`config.mk`:
```
export PLATFORM = sky130hd
export DESIGN_NAME = gray_frame_sequencer
export DESIGN_NICKNAME = d
export VERILOG_FILES = /design/src/rtl/gray_pkg.sv /design/src/rtl/credit_counter.sv /design/src/rtl/gray_frame_sequencer.sv
export SDC_FILE = /design/constraint.sdc
export NUM_CORES = 1
export LEC_CHECK = 0
export CAP_MARGIN = 20
export CORE_ASPECT_RATIO = 0.9
export CORE_UTILIZATION = 32
export CTS_BUF_LIST = sky130_fd_sc_hd__clkbuf_4 sky130_fd_sc_hd__clkbuf_8 sky130_fd_sc_hd__clkbuf_16
export DETAILED_ROUTE_END_ITERATION = 8
export PLACE_DENSITY_LB_ADDON = 0.15
export SLEW_MARGIN = 40
export SYNTH_ARGS = -nofsm -noshare
export SYNTH_HDL_FRONTEND = slang
export SYNTH_SLANG_ARGS = --single-unit
```
`constraint.sdc`:
```
create_clock -name i_clk -period 3.9 [get_ports i_clk]
set_input_delay 0.78 -clock i_clk [delete_from_list [all_inputs] [get_ports i_clk]]
set_output_delay 0.78 -clock i_clk [all_outputs]
set_load 0.1 [all_outputs]
```
`src/rtl/gray_pkg.sv`:
```
`default_nettype none
// ============================================================================
// Module      : gray_pkg
// Description : Shared constants and types for the RGB->gray front end.
// Revision    : 1.0 - initial release
// ============================================================================
package gray_pkg;

    localparam int PIX_W           = 8;
    localparam int RGB_W           = 3 * PIX_W;
    localparam int GRAY_DP_LATENCY = 10;
    localparam int GRAY_BUF_DEPTH  = 18;

    typedef enum logic [1:0] {
        IDLE  = 2'd0,
        RUN   = 2'd1,
        DRAIN = 2'd2,
        DONE  = 2'd3
    } state_t;

endpackage
`default_nettype wire

```
`src/rtl/credit_counter.sv`:
```
`default_nettype none
// ============================================================================
// Module      : credit_counter
// Description : Up/down in-flight counter bounded to [0, P_MAX]. A return
//               seen while empty leaves the count at zero and raises
//               o_underflow for that cycle.
// Revision    : 1.0 - initial release
// ============================================================================
module credit_counter #(
    parameter int P_MAX = 18,
    parameter int CNT_W = $clog2(P_MAX + 1)
) (
    input  logic             i_clk,
    input  logic             i_rst,
    input  logic             i_inc,
    input  logic             i_dec,
    output logic [CNT_W-1:0] o_count,
    output logic             o_at_max,
    output logic             o_underflow
);

    logic [CNT_W-1:0] count_q;
    logic [CNT_W-1:0] count_d;

    assign o_count     = count_q;
    assign o_at_max    = (count_q == CNT_W'(P_MAX));
    assign o_underflow = i_dec && (count_q == '0);

    // Simultaneous inc and dec cancel; saturate at both ends.
    always_comb begin
        count_d = count_q;
        if (i_inc && !i_dec && !o_at_max) begin
            count_d = count_q + CNT_W'(1);
        end else if (!i_inc && i_dec && (count_q != '0)) begin
            count_d = count_q - CNT_W'(1);
        end
    end

    // Count register.
    always_ff @(posedge i_clk) begin
        if (i_rst) begin
            count_q <= '0;
        end else begin
            count_q <= count_d;
        end
    end

    a_never_over_max: assert property (@(posedge i_clk) disable iff (i_rst) count_q <= CNT_W'(P_MAX));

endmodule
`default_nettype wire

```
`src/rtl/gray_frame_sequencer.sv`:
```
`default_nettype none
// ============================================================================
// Module      : gray_frame_sequencer
// Description : Admits one frame of source pixels into the gray datapath,
//               tracks col/row, generates sof and throttles admission so that
//               pixels in flight never exceed the datapath end-buffer depth.
// Revision    : 1.0 - initial release
// ============================================================================
module gray_frame_sequencer
    import gray_pkg::*;
#(
    parameter int P_COLS    = 8,
    parameter int P_ROWS    = 4,
    parameter int P_CREDITS = GRAY_BUF_DEPTH
) (
    input  logic                           i_clk,
    input  logic                           i_rst,
    input  logic                           i_start,
    input  logic [RGB_W-1:0]               i_src_data,
    input  logic                           i_src_valid,
    output logic                           o_src_ready,
    output logic [RGB_W-1:0]               o_dp_data,
    output logic                           o_dp_valid,
    output logic                           o_dp_sof,
    input  logic                           i_dp_valid_out,
    input  logic                           i_sink_busy,
    output logic [$clog2(P_CREDITS+1)-1:0] o_inflight,
    output logic                           o_frame_done,
    output logic                           o_active,
    output logic                           o_err
);

    localparam int COL_W = (P_COLS > 1) ? $clog2(P_COLS) : 1;
    localparam int ROW_W = (P_ROWS > 1) ? $clog2(P_ROWS) : 1;
    localparam int INF_W = $clog2(P_CREDITS + 1);

    state_t             state_q;
    state_t             state_d;
    logic [COL_W-1:0]   col_q;
    logic [COL_W-1:0]   col_d;
    logic [ROW_W-1:0]   row_q;
    logic [ROW_W-1:0]   row_d;
    logic [RGB_W-1:0]   dp_data_q;
    logic               dp_valid_q;
    logic               dp_sof_q;
    logic               err_q;

    logic               w_at_max;
    logic               w_underflow;
    logic [INF_W-1:0]   w_inflight;
    logic               w_admit;
    logic               w_ret;
    logic               w_col_end;
    logic               w_row_end;
    logic               w_last;
    logic               w_first;

    // A return landing in the same cycle does not free a credit for this cycle.
    assign o_src_ready = (state_q == RUN) && !w_at_max;
    assign w_admit     = o_src_ready && i_src_valid;
    assign w_ret       = i_dp_valid_out && !i_sink_busy;
    assign w_col_end   = (col_q == COL_W'(P_COLS - 1));
    assign w_row_end   = (row_q == ROW_W'(P_ROWS - 1));
    assign w_last      = w_admit && w_col_end && w_row_end;
    assign w_first     = (col_q == '0) && (row_q == '0);

    credit_counter #(
        .P_MAX (P_CREDITS),
        .CNT_W (INF_W)
    ) u_credit (
        .i_clk       (i_clk),
        .i_rst       (i_rst),
        .i_inc       (w_admit),
        .i_dec       (w_ret),
        .o_count     (w_inflight),
        .o_at_max    (w_at_max),
        .o_underflow (w_underflow)
    );

    // Frame-level sequencing: start only from IDLE, drain until empty.
    always_comb begin
        state_d = state_q;
        case (state_q)
            IDLE:    if (i_start)            state_d = RUN;
            RUN:     if (w_last)             state_d = DRAIN;
            DRAIN:   if (w_inflight == '0)   state_d = DONE;
            DONE:                            state_d = IDLE;
            default:                         state_d = IDLE;
        endcase
    end

    // Raster position of the next pixel to be admitted.
    always_comb begin
        col_d = col_q;
        row_d = row_q;
        if (w_admit) begin
            if (w_col_end) begin
                col_d = '0;
                row_d = w_row_end ? '0 : row_q + ROW_W'(1);
            end else begin
                col_d = col_q + COL_W'(1);
            end
        end
    end

    // State, counters, datapath output stage and sticky error.
    always_ff @(posedge i_clk) begin
        if (i_rst) begin
            state_q    <= IDLE;
            col_q      <= '0;
            row_q      <= '0;
            dp_data_q  <= '0;
            dp_valid_q <= 1'b0;
            dp_sof_q   <= 1'b0;
            err_q      <= 1'b0;
        end else begin
            state_q    <= state_d;
            col_q      <= col_d;
            row_q      <= row_d;
            dp_valid_q <= w_admit;
            dp_sof_q   <= w_admit && w_first;
            if (w_admit) begin
                dp_data_q <= i_src_data;
            end
            if (w_underflow) begin
                err_q <= 1'b1;
            end
        end
    end

    assign o_dp_data    = dp_data_q;
    assign o_dp_valid   = dp_valid_q;
    assign o_dp_sof     = dp_sof_q;
    assign o_inflight   = w_inflight;
    assign o_frame_done = (state_q == DONE);
    assign o_active     = (state_q == RUN) || (state_q == DRAIN);
    assign o_err        = err_q;

endmodule
`default_nettype wire
```
==> results by group, run 1 <==
Place
  • Placed Instance Area: 2370 µm²
  • RD Place Congestion: 0.828
  • Buffers on Ports: 64
  • DP Wirelength: 3030 µm

Yosys
  • Post-synthesis cell count: 223
  • Post-synthesis sequential area ratio: 42.6%
  • Register bit total from synthesis: 39
  • Synth unique cells: 39
  • Ys flop type: dfxtp_1
  • Post-Syn Area: 1830 µm²
  • Syn Nets: 266
  • Syn avg cell area: 8.21 µm²
  • Warning count from the yosys run: 0
  • Synth async-reset ratio: 0%
  • Post-synth EDFFs: 0

Run
  • Max cap viols: 0

Setup path
  • Top delay family on crit path: simple AND/OR/NAND/NOR gates
  • Setup crit start: i_src_valid
  • Crit-path slowest cell: clkdlybuf4s50_1
  • CP endpoint kind: flip-flop
  • Crit path max fanout: 7
  • WP buf/inv: 1
  • Critical Path Max Stage Delay: 0.49 ns
  • R2R Path Start: u_credit.o_count[0]
  • Req. time, crit path: 4.09 ns
  • Crit start category: input pin
  • Crit path DAT: 3.05 ns
  • Setup Crit Path Kind: input pin to flip-flop
  • Critical Path, Cell by Cell: clkdlybuf4s50_1 -> and2_1 -> o211ai_2 -> ha_1 -> a21o_1 -> a21oi_1 -> or4_1 -> and4_1

Clocking
  • Clock Latency Late Sink: 0.29 ns
  • Cts repair resizes: 0
  • Cts hold-fix bufs: 0
  • Post-CTS Setup Bufs: 0
  • CTS root buf: clkbuf_8
  • Clock Tree Buf Depth: 2
  • CTS Sinks: 39
  • CTS clk-pin slew, worst paths: 0.08 ns
  • CTS tree: done
  • TritonCTS Buffers: 5
  • H-tree depth: 2

Routing
  • Pre-Repair DR Iteration Count: 4
  • Drt drc: 0
  • Starting DRC count in detailed routing: 74
  • Vias per cell: 4.66
  • Routed WL: 4350 µm
  • Antenna Nets Post-Route: 0
  • Routed WL per cell: 12.3 µm
  • DR vias: 1649

Timing
  • Final Setup Violations: 0
  • Final hold viol count: 0
  • Period utilisation layout: 73.3%
  • Clk_skew: 0.00316 ns
  • Rel. slew slack: 48.2%
  • Fmax: 350 MHz
  • Final Max Slew Viols: 0
  • Worst-Margin Slew: 0.766 ns
  • Setup TNS: 0 ns
  • Unrepaired setup endpoints after global routing: false
  • Min cycle time layout: 2.86 ns

Layout
  • Design area: 2460 µm²
  • Area grow syn2layout: 34.2%
  • Layout cells sized above 1: 18.8%
  • Most frequent cells in the layout: nand2_1, dfxtp_1, a21oi_1
  • Fin nets: 329
  • Commonest non-fill, non-tap cell in the layout: nand2_1
  • # diodes: 0

Die
  • Die ar.: 6030 µm²
  • Starting density of the core: 34.0%
  • # IOs: 65
  • Core area: 5380 µm²
  • Die H: 73.8 µm
  • Site Rows: 25
  • Overall die width: 81.8 µm

Power and ir drop
  • Worst VDD drop: 0.540 mV
  • Sw Pwr: 1.06 mW
  • Pleak: 1.04 nW
  • Clk pwr share: 14.1%
  • Sequential share of power: 28.2%
  • Comb pwr share: 57.7%
  • Sw Share: 54.7%
  • Cell Int Power: 0.878 mW
  • P per Cell Area: 789 nW/µm²

Global route
  • First-pass GRT wire length: 6730 µm
  • Initial antenna violation count: 0
  • Number of global-route vias before repair: 1426
  • Grt ovf: 0
  • Pin count of the biggest net entering global routing: 33
  • Global-route total usage across every layer: 14.7%

Worst hold path
  • Hold crit path type: flip-flop to flip-flop
  • Hold Startpoint: o_dp_data[3]

Status
  • Status: completed
[power groups by stage]
stage | Sequential [mW] | Clock, mW | Combinational [mW]
6_report | 0.546 | 0.274 | 1.12
5_1_grt | 0.560 | 0.304 | 1.20
4_1_cts | 0.547 | 0.283 | 1.12
3_5_place_dp | 0.556 | 0 | 1.12
3_3_place_gp | 0.556 | 0 | 1.18
2_1_floorplan | 0.956 | 0 | 0.515
[kinds of logic after synthesis]
family                   share of synthesized area [%]
AO/OA/AOI/OAI                                     18.1
XOR/XNOR                                         0.956
adder cells (fa/ha/maj)                           9.29
buffers and inverters                             4.78
flip-flops                                        42.6
multiplexers                                      2.87
AND/OR/NAND/NOR                                   21.4
[through the flow]
step	worst slack, ns	hold slack, ns	power (mW)	utilization, %	std cells
floorplan	0.358	0.425	1.47	-	223
global placement	0.755	0.441	1.73	47.1	346
detailed placement	0.734	0.444	1.68	44.0	346
CTS	1.04	0.455	1.95	45.7	354
global route	0.903	0.472	2.06	45.7	354
finish	1.04	0.454	1.94	45.7	354
[layout make-up]
class                      count  area, µm²
timing repair buffer          67        490
tap                           67       83.8
clock buffer                   6       76.3
fill                         552       2920
inverter                      11       41.3
multi-input combinational    162        973
clock inverter                 2       12.5
sequential                    39        781
[cells in the mapped netlist (3+ instances only)]
cell	n	area share (%)
inv_1	11	2.3
clkbuf_1	7	1.4
nor2b_1	4	1.4
buf_2	4	1.1
dfxtp_1	39	43
nor2_1	3	0.61
ha_1	12	8.2
nand2_1	61	13
nand3_1	7	1.9
a21oi_1	38	10
mux2i_1	3	1.6
[state kept, by name, summed over array words and instances (netlist names)]
register,count
o_dp_data,24
o_dp_sof,1
col_q,3
o_dp_valid,1
o_err,1
u_credit.o_count,5
row_q,2
state_q,2
[per-layer routing]
metal  up-vias  track usage, %  part of all wire (%)
li1        880               -                     -
met1       726            20.0                    50
met2        38            21.1                    42
met3         5            4.97                   6.8
met4         0            5.65                   1.3
met5         -               0                     0
[worst paths after layout]
kind	slack, ns	cells after the start	endpoint
setup / recovery	1.04	8	u_credit.o_count[4]
hold / removal	0.45	2	o_dp_data[3]
setup reg to reg	1.34	7	u_credit.o_count[4]
hold reg to reg	0.45	2	o_dp_data[3]
[worst min-delay path, cell delays in order, from the launching register on]
cell	delay (ns)
dfxtp_1	0.31
nand2_1	0.05
a21oi_1	0.05
(Power assumes the default switching activity.)
==> run 2: changes to the inputs <==
==> constraint.sdc (replaced) <==
create_clock -name i_clk -period 2.9 [get_ports i_clk]
set_input_delay 0.58 -clock i_clk [delete_from_list [all_inputs] [get_ports i_clk]]
set_output_delay 0.58 -clock i_clk [all_outputs]
set_load 0.1 [all_outputs]
==> run 2 against run 1 <==
  * Hold slack about the same
  * Clock skew increased by 0.0024 ns
  * Sequential power increased by 29%
  * Setup slack got worse by 0.62 ns
  * Final cell count increased by 1.7%
  * Die area unchanged
  * Clock power increased by 31%
==> results by group, run 2 (synthesized netlist as in run 1, its figures left out) <==
Clocking
  • TritonCTS Buffers: 5
  • Post-CTS Setup Bufs: 0
  • CTS tree: done
  • Cts hold-fix bufs: 0
  • Clock Latency Late Sink: 0.28 ns
  • CTS clk-pin slew, worst paths: 0.07 ns
  • Cts repair resizes: 0
  • H-tree depth: 2
  • CTS root buf: clkbuf_8
  • CTS Sinks: 39
  • Clock Tree Buf Depth: 2

Layout
  • Largest register FFs: 24
  • Area grow syn2layout: 41.9%
  • Most frequent cells in the layout: nand2_1, buf_4, dfxtp_1
  • Layout cells sized above 1: 21.2%
  • Final Instance Count excl. Fillers: 360
  • Commonest non-fill, non-tap cell in the layout: nand2_1
  • Fin nets: 336
  • # diodes: 0

Routing
  • Pre-Repair DR Iteration Count: 4
  • DR vias: 1709
  • Routed WL: 4450 µm
  • Antenna Nets Post-Route: 0
  • Drt drc: 0
  • Routed WL per cell: 12.3 µm
  • Vias per cell: 4.75
  • Starting DRC count in detailed routing: 74

Die
  • Die ar.: 6030 µm²
  • Site Rows: 25
  • # IOs: 65
  • Core area: 5380 µm²
  • Die H: 73.8 µm
  • Overall die width: 81.8 µm
  • Starting density of the core: 34.0%

Place
  • Buffers on Ports: 64
  • Inst Count DP: 353
  • DP Wirelength: 3190 µm
  • RD Place Congestion: 0.868

Setup path
  • CP endpoint kind: flip-flop
  • Setup Crit Path Kind: flip-flop to flip-flop
  • Crit path max fanout: 7
  • Crit start category: flip-flop
  • Req. time, crit path: 3.13 ns
  • Crit path DAT: 2.71 ns
  • R2R Path Start: u_credit.o_count[1]
  • RR Endpoint: u_credit.o_count[4]
  • Worst r2r path cells: 7
  • R2r setup slk: 0.42 ns

Timing
  • Unrepaired setup endpoints after global routing: false
  • Clk_skew: 0.00553 ns
  • Min cycle time layout: 2.48 ns
  • Final hold viol count: 0
  • Worst-Margin Slew: 0.480 ns
  • Setup TNS: 0 ns
  • Fmax: 403 MHz
  • Rel. slew slack: 67.9%
  • Final Setup Violations: 0
  • Period utilisation layout: 85.6%
  • Hold Slack: 0.453 ns
  • Final Max Slew Viols: 0

Run
  • Max cap viols: 0

Power and ir drop
  • P per Cell Area: 1050 nW/µm²
  • Sw Share: 52.5%
  • Clk pwr share: 13.2%
  • Sequential share of power: 26.0%
  • Cell Int Power: 1.29 mW
  • Sw Pwr: 1.43 mW
  • Worst VDD drop: 0.718 mV
  • Comb pwr share: 60.9%
  • Pleak: 1.08 nW

Global route
  • Pin count of the biggest net entering global routing: 30
  • Met3 usage: 4.35%
  • Grt ovf: 0
  • GRT busiest layer: met2
  • Number of global-route vias before repair: 1486
  • Global-route total usage across every layer: 15.2%
  • Initial antenna violation count: 0
  • Met1 GRT Util: 20.0%
  • First-pass GRT wire length: 6940 µm
  • Met2 global-route usage: 23.3%

Worst hold path
  • Hold Startpoint: o_dp_data[10]
  • WHS Endpoint: o_dp_data[10]
  • Hold Path Depth: 2
  • Hold crit path type: flip-flop to flip-flop

Status
  • Status: completed
## run 2: power by group through the flow
stage / Clock (mW) / Combinational, mW / Sequential [mW]
after floorplan: 0 / 0.695 / 1.29
after global placement: 0 / 1.66 / 0.720
after detailed placement: 0 / 1.66 / 0.719
after CTS: 0.382 / 1.67 / 0.707
after global routing: 0.407 / 1.76 / 0.721
final: 0.358 / 1.66 / 0.707
## run 2: final cells by class
class / instances / area, µm²
Multi-Input combinational cell: 162 / 977
Inverter: 11 / 41.3
Tap cell: 67 / 83.8
Sequential cell: 39 / 782
Timing Repair Buffer: 74 / 628
Fill cell: 536 / 2780
Clock buffer: 6 / 82.6
Clock inverter: 1 / 5.00
## run 2: worst max-delay path by stage
stage	from	endpoint	slack, ns	depth (start not counted)
final	u_credit.o_count[1]	u_credit.o_count[4]	0.42	7
after CTS	u_credit.o_count[1]	u_credit.o_count[4]	0.43	7
after floorplan	u_credit.o_count[4]	u_credit.o_count[4]	0.06	7
after detailed placement	i_src_valid	u_credit.o_count[4]	0.17	8
after global routing	u_credit.o_count[1]	u_credit.o_count[4]	0.34	7
after global placement	i_src_valid	u_credit.o_count[4]	0.19	8
## run 2: worst max-delay path, stage by stage (launching register included)
cell and delay (ns):
dfxtp_2 0.41, or4b_4 0.52, o211ai_2 0.30, ha_1 0.34
a21o_1 0.21, a211o_1 0.28, o221ai_1 0.17, and4_1 0.20
## run 2: metal layers
layer	vias up	share of wire, %
met4	0	1.4
met2	46	45
li1	895	-
met1	761	46
met3	7	7.9
met5	-	0
## run 2: stage by stage
stage | util, % | total power, mW | area, µm² | worst slack [ns]
3_3_place_gp | 46.6 | 2.38 | 2510 | 0.186
3_5_place_dp | 46.6 | 2.38 | 2510 | 0.168
2_1_floorplan | - | 1.98 | 1840 | 0.0610
6_report | 48.3 | 2.72 | 2600 | 0.419
5_1_grt | 48.3 | 2.89 | 2600 | 0.335
4_1_cts | 48.2 | 2.75 | 2590 | 0.425
==> patch (config.mk and constraints of run 1) <==
Reset style: asynchronous (`i_rst`), changed in 2 clocked blocks.
--- a/src/rtl/credit_counter.sv
+++ b/src/rtl/credit_counter.sv
@@ -39,3 +39,3 @@
     // Count register.
-    always_ff @(posedge i_clk) begin
+    always_ff @(posedge i_clk or posedge i_rst) begin
         if (i_rst) begin
--- a/src/rtl/gray_frame_sequencer.sv
+++ b/src/rtl/gray_frame_sequencer.sv
@@ -106,3 +106,3 @@
     // State, counters, datapath output stage and sticky error.
-    always_ff @(posedge i_clk) begin
+    always_ff @(posedge i_clk or posedge i_rst) begin
         if (i_rst) begin
Behaviour: differs if i_rst is asserted again (counterexample within 4 cycles, from zero or initial values and one cycle with i_rst high); with i_rst held inactive, the same outputs for 10 cycles.
==> patch against run 1 <==
- wire length down 14%
- sequential cell count unchanged
- global-route usage down 1.1 points
- cell area up 0.97%
- critical path type unchanged
- via count down 13%
- synthesized area unchanged
- worst setup slack better by 0.21 ns
- die area unchanged
Power is not shown: default switching activity piles up to over one toggle a cycle in this logic, so the estimate is an artifact.
==> patch: results (changes against run 1) <==
Yosys
  – Commonest cells post-synth: nand2_1 (79), dfrtp_1 (39), ha_1 (12), inv_1 (11), mux2_2 (5) (was nand2_1 (61), dfxtp_1 (39), a21oi_1 (38), ha_1 (12), inv_1 (11))
  – Fraction of registers with async set/reset: 100% (was 0%)
  – Multiplexer area fraction after synthesis: 4.78% (was 2.87%)
  – Compound-cell area share of the yosys netlist: 6.49% (was 18.1%)
  – Ys flop type: dfrtp_1 (was dfxtp_1)
  – Ranking of synthesized cells by area: dfrtp_1 (53%), nand2_1 (16%), ha_1 (8.2%) (was dfxtp_1 (43%), nand2_1 (13%), a21oi_1 (10%))
  – Syn_nets: 232 (was 266)
  – Mean post-synth cell area: 9.69 um^2 (was 8.21 um^2)
  – Synth unique cells: 29 (was 39)

Global routing
  – Global-route wire length before repair: 6140 um (was 6730 um)
  – GRT Total Usage: 13.6% (was 14.7%)
  – Largest net degree at the start of global routing: 40 (was 33)

Status
  – Outcome: completed (unchanged)

Placed design
  – Dpl cell area: 2380 um^2 (was 2370 um^2)
  – Setup Slack @ Placement: 0.950 ns (was 0.734 ns)
  – Post-DP HPWL: 2630 um (was 3030 um)

STA
  – Max-slew headroom: 67.1% (was 48.2%)
  – Clock Skews: 0.00873 ns (was 0.00316 ns)
  – Worst hold slack: 0.471 ns (was 0.454 ns)

Hold path
  – HP Start: o_dp_data[14] (was o_dp_data[3])
  – Worst hold path endpoint: o_dp_data[14] (was o_dp_data[3])

Cells and area
  – Post-Layout Cell Count: 325 (was 354)
  – Nets: 300 (was 329)
  – Multi-input gate area: 787 um^2 (was 973 um^2)

Critical path
  – Worst reg-to-reg setup slack: 1.56 ns (was 1.34 ns)
  – Delay-heaviest family, CP: compound AO/OA/AOI/OAI gates (was simple AND/OR/NAND/NOR gates)
  – Worst Setup EP: u_credit.o_count[3] (was u_credit.o_count[4])
  – Reg-to-Reg Start: state_q[1] (was u_credit.o_count[0])
  – Crit-path max FO: 4 (was 7)
  – Crit-path max cell delay: 0.47 ns (was 0.49 ns)

Detailed routing
  – 1st-iter DRT viols: 43 (was 74)
[patch: final cells by class]
| class | count | area share, % |
|---|---|---|
| repair buffers | 67 | 19.8 |
| well taps | 67 | 3.38 |
| multi-input cells | 133 | 31.7 |
| inverters | 11 | 1.66 |
| flip-flops and latches | 39 | 39.3 |
| clock buffers | 7 | 3.88 |
| clock inverters | 1 | 0.302 |
[patch: layer usage]
| metal | track usage, % | wire (um) | vias to the layer above |
|---|---|---|---|
| met2 | 20.7 | 1600 | 51 |
| met4 | 5.85 | 60 | 0 |
| met1 | 17.1 | 1750 | 647 |
| li1 | - | - | 736 |
| met3 | 5.34 | 338 | 8 |
| met5 | 0 | 0 | - |
[patch: cell families after synthesis]
group | Yosys count
XOR/XNOR | 3
multiplexers | 8
adder cells (fa/ha/maj) | 13
buffers and inverters | 17
AO/OA/AOI/OAI | 16
flip-flops | 39
AND/OR/NAND/NOR | 93
[patch: tightest hold or removal path, cell delays in order (launching register included)]
cell     delay, ns
dfrtp_1       0.34
nand2_1       0.05
nand2_1       0.05
